$ cat config.mk
export PLATFORM = sky130hd
export DESIGN_NAME = deserializer
export DESIGN_NICKNAME = d
export VERILOG_FILES = /design/src/rtl/serdes_pkg.sv /design/src/rtl/deserializer.sv
export SDC_FILE = /design/constraint.sdc
export NUM_CORES = 1
export LEC_CHECK = 0
export CAP_MARGIN = 20
export CELL_PAD_IN_SITES_DETAIL_PLACEMENT = 0
export CELL_PAD_IN_SITES_GLOBAL_PLACEMENT = 1
export CORE_MARGIN = 3
export CORE_UTILIZATION = 39
export CTS_CLUSTER_SIZE = 24
export DETAILED_ROUTE_END_ITERATION = 16
export GPL_ROUTABILITY_DRIVEN = 0
export PLACE_DENSITY_LB_ADDON = 0.1
export SLEW_MARGIN = 10
export SYNTH_ARGS = -nofsm -noshare
export SYNTH_HDL_FRONTEND = slang
export SYNTH_SLANG_ARGS = --single-unit
$ cat constraint.sdc
create_clock -name clk_i -period 1.53 [get_ports clk_i]
set_clock_uncertainty 0.05 [all_clocks]
set_input_delay 0.306 -clock clk_i [delete_from_list [all_inputs] [get_ports clk_i]]
set_output_delay 0.306 -clock clk_i [all_outputs]
set_load 0.05 [all_outputs]
$ cat src/rtl/serdes_pkg.sv
`default_nettype none
// ============================================================================
//  Module      : serdes_pkg
//  Description : Shared types and helpers for the serializer/deserializer pair.
//                Holds the assembly state encoding and the length-field width
//                helper used by both sides of the link.
//  Revision    : 1.0 - initial release
// ============================================================================
package serdes_pkg;

  // Assembly state: waiting for the first bit of a run, or mid-word.
  typedef enum logic {
    IDLE    = 1'b0,
    COLLECT = 1'b1
  } serdes_state_e;

  // Width of a length field that must encode every value 0..data_w inclusive.
  function automatic int len_width(input int data_w);
    return $clog2(data_w + 1);
  endfunction

endpackage
`default_nettype wire

$ cat src/rtl/deserializer.sv
`default_nettype none
// ============================================================================
//  Module      : deserializer
//  Description : Reassembles an MSB-first serial bitstream into left-aligned
//                parallel words. A word ends when the valid strobe drops or
//                when DATA_W bits have been collected; runs shorter than
//                MIN_LEN are discarded and flagged instead of emitted.
//  Revision    : 1.0 - initial release
//
//  Ports
//    clk_i            in   clock
//    arst_i           in   asynchronous active-high reset
//    ser_data_i       in   serial data bit, MSB first
//    ser_data_val_i   in   bit-valid strobe
//    deser_data_o     out  assembled word, first bit at [DATA_W-1], low bits 0
//    deser_data_len_o out  number of valid bits in deser_data_o (1..DATA_W)
//    deser_data_val_o out  one-cycle pulse, word and length valid
//    drop_o           out  one-cycle pulse, short run discarded
//    busy_o           out  a word is partially collected
// ============================================================================
module deserializer
  import serdes_pkg::*;
#(
  parameter int DATA_W  = 16,
  parameter int LEN_W   = len_width(DATA_W),
  parameter int MIN_LEN = 1
) (
  input  logic              clk_i,
  input  logic              arst_i,
  input  logic              ser_data_i,
  input  logic              ser_data_val_i,
  output logic [DATA_W-1:0] deser_data_o,
  output logic [LEN_W-1:0]  deser_data_len_o,
  output logic              deser_data_val_o,
  output logic              drop_o,
  output logic              busy_o
);

  localparam logic [LEN_W-1:0] c_last = LEN_W'(DATA_W - 1);
  localparam logic [LEN_W-1:0] c_full = LEN_W'(DATA_W);
  localparam logic [LEN_W-1:0] c_one  = LEN_W'(1);

  serdes_state_e     state_q;
  logic [LEN_W-1:0]  cnt_q;
  logic [DATA_W-1:0] buf_q;
  logic [DATA_W-1:0] data_q;
  logic [LEN_W-1:0]  len_q;
  logic              val_q;
  logic              drop_q;

  // Incoming bit placed at its final position: MSB slot shifted down by the
  // number of bits already collected. With cnt == DATA_W-1 it lands in [0].
  logic [DATA_W-1:0] w_msb;
  logic [DATA_W-1:0] w_ins;

  always_comb begin
    w_msb           = '0;
    w_msb[DATA_W-1] = ser_data_i;
    w_ins           = w_msb >> cnt_q;
  end

  always_ff @(posedge clk_i or posedge arst_i) begin
    if (arst_i) begin
      state_q <= IDLE;
      cnt_q   <= '0;
      buf_q   <= '0;
      data_q  <= '0;
      len_q   <= '0;
      val_q   <= 1'b0;
      drop_q  <= 1'b0;
    end else begin
      val_q  <= 1'b0;
      drop_q <= 1'b0;
      if (ser_data_val_i) begin
        // cnt is 0 in IDLE, so this single test also covers DATA_W == 1,
        // where every bit is a complete word on its own.
        if (cnt_q == c_last) begin
          data_q  <= buf_q | w_ins;
          len_q   <= c_full;
          val_q   <= 1'b1;
          buf_q   <= '0;
          cnt_q   <= '0;
          state_q <= IDLE;
        end else begin
          buf_q   <= buf_q | w_ins;
          cnt_q   <= cnt_q + c_one;
          state_q <= COLLECT;
        end
      end else if (state_q == COLLECT) begin
        // Run ended on a partial word.
        if (int'(cnt_q) >= MIN_LEN) begin
          data_q <= buf_q;
          len_q  <= cnt_q;
          val_q  <= 1'b1;
        end else begin
          drop_q <= 1'b1;
        end
        buf_q   <= '0;
        cnt_q   <= '0;
        state_q <= IDLE;
      end
    end
  end

  assign deser_data_o     = data_q;
  assign deser_data_len_o = len_q;
  assign deser_data_val_o = val_q;
  assign drop_o           = drop_q;
  assign busy_o           = (cnt_q != '0);

endmodule
`default_nettype wire

# After elaboration in Yosys (flattened, before gate mapping)
# Index checks and enable logic that the tools add are counted.
dict set report classes {
  mux 23
  magnitude_cmp 1
  addsub 1
  n_reduce_logical 4
  n_bitwise 1
  eq_ne 2
  shift 1
}
# op count
set ops {}
lappend ops {{$mux W16} 7}
lappend ops {{$mux W5} 7}
lappend ops {{$or A16 B16 Y16} 1}
lappend ops {{$shr A16 B5 Y16} 1}
lappend ops {{$mux W1} 9}
lappend ops {{$add A5 B1 Y5 const B} 1}
lappend ops {{$eq A5 B4 Y1 const B} 1}
lappend ops {{$ge A5 B1 Y1 const B} 1}
lappend ops {{$reduce_bool A5 Y1} 1}
lappend ops {{$reduce_bool A2 Y1} 2}
lappend ops {{$reduce_and A3 Y1} 1}
lappend ops {{$ne A2 B1 Y1 const B} 1}
dict set report word_totals {
  word_cells 40
  ff_bits 45
  in_bits 4
  output_inout_bits 24
}

# Depth between registers and ports, before layout
dict set report logic_depth {
  depth_word 4
  mapped_depth 7
  mapped_depth_nobuf 6
}

# Worst setup path after synthesis
# Ideal clock, no wire load.
dict set report synth_timing {
  path_type {reg2reg}
  start {register cnt_q[1]}
  end {register len_q[2], in the netlist deser_data_len_o[2]}
  n_path_buf 0
  path_stages_with_launch 6
  required_ns 1.355
  setup_time_ns 0.125
  synth_period_minus_slack_ns 1.647
  arrival_ns 1.472
  path_slack_ns -0.117
  cell_sequence {dfrtp_1 -> ha_1 -> nand4_1 -> o21ai_2 -> o21a_2 -> mux2_2}
}
dict set report synth_between {
  elab_chain_len 3
  word_cells_on_any_way 5
}
# item line
set synth_rtl {}
lappend synth_rtl {{from (decl)} deserializer.sv:44} ;# logic [LEN_W-1:0] cnt_q;
lappend synth_rtl {{from (signal assigned)} deserializer.sv:86} ;# cnt_q <= cnt_q + c_one;
lappend synth_rtl {{$ge A5 B1 Y1 or $eq A5 B4 Y1 (tied branches)} {deserializer.sv:91, deserializer.sv:77}}
lappend synth_rtl {{$reduce_bool A2 Y1 (no line) or $ne A2 B1 Y1 (tied branches)} n/a}
lappend synth_rtl {{$reduce_and A3 Y1 (no line) (*)} n/a}
lappend synth_rtl {{to (signal assigned)} deserializer.sv:79} ;# len_q <= c_full;
lappend synth_rtl {{to (signal assigned)} deserializer.sv:93} ;# len_q <= cnt_q;
lappend synth_rtl {{to (decl)} deserializer.sv:47} ;# logic [LEN_W-1:0] len_q;
# Mark *: on every way between the ends. The rest lies on a longest branch, timed or not.
# A chain may end at the register's enable or synchronous reset.

# Worst setup path in the final report
dict set report layout_timing {
  start {register cnt_q[0]}
  end {output busy_o}
}
dict set report layout_between {
  elab_chain_len 1
}
# item line
set layout_rtl {}
lappend layout_rtl {{$reduce_bool A5 Y1} deserializer.sv:109} ;# assign busy_o = (cnt_q != '0);
lappend layout_rtl {{to (decl)} deserializer.sv:36} ;# output logic busy_o
# Every way passes these cells.

==> run_summary.xml <==
<?xml version="1.0" encoding="UTF-8"?>
<metrics>
  <group name="worst_hold_path">
    <metric name="min_path_type" unit="">input port to asynchronous set/reset pin</metric>
  </group>
  <group name="synthesis">
    <metric name="synth_area_leaders" unit="">dfrtp_1 55%, mux2i_1 8.8%, a22o_1 5.1%</metric>
    <metric name="syn_avg_cell_area" unit="um2">11.4</metric>
    <metric name="yosys_warnings" unit="">0</metric>
    <metric name="synth_top_area_share" unit="%">55.0</metric>
    <metric name="synth_enable_flop_cells" unit="">0</metric>
    <metric name="ys_seq_area_share" unit="%">55.0</metric>
    <metric name="synth_top_cell_by_area" unit="">dfrtp_1</metric>
    <metric name="syn-instance-count" unit="">179</metric>
    <metric name="synth_fp_nets" unit="">186</metric>
    <metric name="yosys_reg_bits" unit="">45</metric>
    <metric name="unique_masters_post_synth" unit="">33</metric>
    <metric name="synthFlopType" unit="">dfrtp_1</metric>
    <metric name="mappedNetlistArea" unit="um2">2050</metric>
    <metric name="async_flop_share" unit="%">100</metric>
  </group>
  <group name="clock_network">
    <metric name="cts_sinks" unit="">45</metric>
    <metric name="h-tree-depth" unit="">2</metric>
    <metric name="clock_insertion_delay_worst_skew" unit="ns">0.29</metric>
    <metric name="tritoncts" unit="">yes</metric>
    <metric name="cts.path.max_buffers" unit="">2</metric>
    <metric name="buffer_type_at_the_clock_tree_root" unit="">clkbuf_8</metric>
    <metric name="clk_pin_slew" unit="ns">0.08</metric>
    <metric name="cts_made_buffers" unit="">5</metric>
  </group>
  <group name="floorplan">
    <metric name="floorplan.initialDensity" unit="%">41.7</metric>
    <metric name="die_x_extent" unit="um">78.4</metric>
    <metric name="core.rowCount" unit="">25</metric>
    <metric name="total_die_area" unit="um2">6150</metric>
    <metric name="io_pins" unit="">28</metric>
    <metric name="die_h" unit="um">78.4</metric>
    <metric name="placeableCoreArea" unit="um2">4910</metric>
  </group>
  <group name="run_status">
    <metric name="status" unit="">finished, violations left</metric>
    <metric name="failing_checks" unit="">negative setup slack</metric>
  </group>
  <group name="timing">
    <metric name="timing.slew.headroom" unit="%">80.8</metric>
    <metric name="setup_total_negative_slack" unit="ns">-2.23</metric>
    <metric name="grt_setup_unrepaired" unit="">true</metric>
    <metric name="timing.final.hold_violations" unit="">0</metric>
    <metric name="finalSetupViolCount" unit="">24</metric>
    <metric name="post-route-worst-setup-slack" unit="ns">-0.162</metric>
    <metric name="slew_viols_final" unit="">0</metric>
    <metric name="tightest_slew" unit="ns">0.285</metric>
    <metric name="finalCriticalPeriod" unit="ns">1.69</metric>
    <metric name="period_share" unit="%">111</metric>
    <metric name="maxClockFrequency" unit="GHz">0.591</metric>
  </group>
  <group name="cells_and_area">
    <metric name="mostFrequentLayoutCell" unit="">dfrtp_1</metric>
    <metric name="final_cell_mix" unit="">42 x dfrtp_1, 29 x buf_4, 28 x buf_12</metric>
    <metric name="layout-drive-gt1-share" unit="%">39.8</metric>
    <metric name="fin_area" unit="um2">3120</metric>
    <metric name="insertedDiodeCount" unit="">0</metric>
    <metric name="nets" unit="">248</metric>
    <metric name="layout-area-overhead-vs-synth" unit="%">52.4</metric>
  </group>
  <group name="detailed_routing">
    <metric name="drt_iter0_markers" unit="">88</metric>
    <metric name="vias_per_cell" unit="">4.86</metric>
    <metric name="ant_nets" unit="">0</metric>
    <metric name="drt-wirelength-per-cell" unit="um">14.8</metric>
    <metric name="firstDrtPassIters" unit="">4</metric>
    <metric name="num_vias" unit="">1496</metric>
    <metric name="post-route-drc-count" unit="">0</metric>
    <metric name="route.final.wire_length" unit="mm">4.57</metric>
  </group>
  <group name="power">
    <metric name="power.static_leakage" unit="nW">1.40</metric>
    <metric name="vdd_drop_max" unit="V">0.000581</metric>
    <metric name="pwr_density_cell" unit="nW/um2">1290</metric>
  </group>
  <group name="worst_setup_path">
    <metric name="worstSetupStartpointType" unit="">flop</metric>
    <metric name="worst_setup_path_end_kind" unit="">output port</metric>
    <metric name="crit_path_max_fanout" unit="">4</metric>
    <metric name="path_class" unit="">flop to output port</metric>
    <metric name="cp_data_required_time" unit="ns">1.17</metric>
    <metric name="worst_r2r_path_depth" unit="">6</metric>
    <metric name="cp_data_arrival_time" unit="ns">1.34</metric>
  </group>
  <group name="place">
    <metric name="placement.io_buffers" unit="">27</metric>
    <metric name="dp_wirelength" unit="mm">3.01</metric>
    <metric name="detailed_place.area" unit="um2">2820</metric>
  </group>
  <group name="grt">
    <metric name="grt_most_used_layer" unit="">met2</metric>
    <metric name="globalRouteMet1Util" unit="%">21.6</metric>
    <metric name="maximum_number_of_pins_on_one_net_before_global_route_repair" unit="">46</metric>
    <metric name="grt.overflow.total" unit="">0</metric>
    <metric name="first_global_vias" unit="">1542</metric>
    <metric name="grt_antenna_before_repair" unit="">0</metric>
    <metric name="grt_pass1_wl" unit="mm">7.80</metric>
    <metric name="gr-usage-met3" unit="%">3.78</metric>
    <metric name="global_route.usage.met2" unit="%">26.6</metric>
    <metric name="globalRouteTotalUtil" unit="%">16.3</metric>
  </group>
  <group name="run">
    <metric name="max_cap_viol_count" unit="">0</metric>
  </group>
</metrics>
[area by class of cell]
class / count / area (um2)
fill: 392 / 1790
inverter: 24 / 95.1
clock inverter: 1 / 7.51
clock buffer: 6 / 82.6
tap: 67 / 83.8
timing repair buffer: 66 / 895
sequential: 45 / 1130
multi-input combinational: 99 / 827
[worst paths after layout]
check,startpoint,slack [ns],to
hold reg to reg,buf_q[10]$_DFFE_PP0P_,0.44,buf_q[10]$_DFFE_PP0P_
setup reg to reg,cnt_q[0]$_DFFE_PP0P_,-0.14,deser_data_len_o[2]$_DFFE_PP0P_
min in group clk_i,ser_data_val_i,0.44,cnt_q[1]$_DFFE_PP0P_
hold / removal,arst_i,0.30,deser_data_o[12]$_DFFE_PP0P_
setup / recovery,cnt_q[0]$_DFFE_PP0P_,-0.16,busy_o
max in group asynchronous,arst_i,0.91,cnt_q[0]$_DFFE_PP0P_
[flip-flops by register name, indices dropped and copies added, names as in the netlist]
signal	cells
drop_o	1
buf_q	16
deser_data_len_o	5
cnt_q	5
state_q	1
deser_data_val_o	1
deser_data_o	16
[cells by family (layout without fill, tap and decap cells)]
kind of cell,count (synthesis),count (layout),synth area share [%]
mux,20,20,9.90
flops,45,45,55.0
simple gates,33,33,10.0
buf+inv,35,97,8.68
compound gates,43,43,14.5
fa+ha+maj,3,3,1.83
[metal layers]
layer | up-vias | wire [um]
met5 | - | 0
met4 | 0 | 51
met3 | 6 | 140
met2 | 24 | 2260
met1 | 728 | 2120
li1 | 738 | -
[critical path: stages, from the launching register on]
cell,delay (ns)
dfrtp_2,0.45
buf_6,0.14
inv_4,0.05
ha_4,0.11
nand3b_1,0.12
buf_12,0.18
[power breakdown]
part	total (mW)	internal, mW	switching [mW]
combinational	1.76	0.857	0.904
clock	0.746	0.357	0.389
sequential	1.53	1.36	0.169
total	4.04	2.58	1.46
[stage by stage]
stage / power (mW) / std cells / hold slack (ns) / setup WS [ns] / util, %
2_1_floorplan: 2.38 / 179 / 0.404 / -0.101 / -
3_3_place_gp: 3.17 / 290 / 0.412 / -0.335 / 57.4
3_5_place_dp: 3.20 / 290 / 0.424 / -0.410 / 57.4
4_1_cts: 4.04 / 305 / 0.311 / -0.154 / 62.0
5_1_grt: 4.24 / 308 / 0.322 / -0.233 / 63.5
6_report: 4.04 / 308 / 0.303 / -0.162 / 63.5
[timing repair]
action | in CTS | in global routing
buffers inserted | 7 | 5
gates cloned | 1 | 0
pin swaps | 6 | 7
setup endpoints to repair | 36 | 41
hold buffers | 0 | 0
gates resized for setup | 16 | 16
[cells in the mapped netlist, types with 2 or more instances]
| library cell | n |
|---|---|
| ha_1 | 3 |
| nand2_1 | 3 |
| nor2b_1 | 2 |
| buf_4 | 2 |
| o21a_1 | 2 |
| o21ai_0 | 4 |
| mux2_2 | 2 |
| clkbuf_1 | 3 |
| and3_1 | 2 |
| nand3_1 | 3 |
| a31oi_1 | 4 |
| nand4_1 | 2 |
| buf_6 | 5 |
| a22o_1 | 12 |
| nor2_1 | 8 |
| nand3b_1 | 2 |
| a32o_1 | 3 |
| inv_1 | 24 |
| mux2i_1 | 18 |
| dfrtp_1 | 45 |
| a21oi_1 | 14 |
| nand2b_1 | 3 |
| nor3_1 | 3 |
Power figures use the tool's default switching activity.
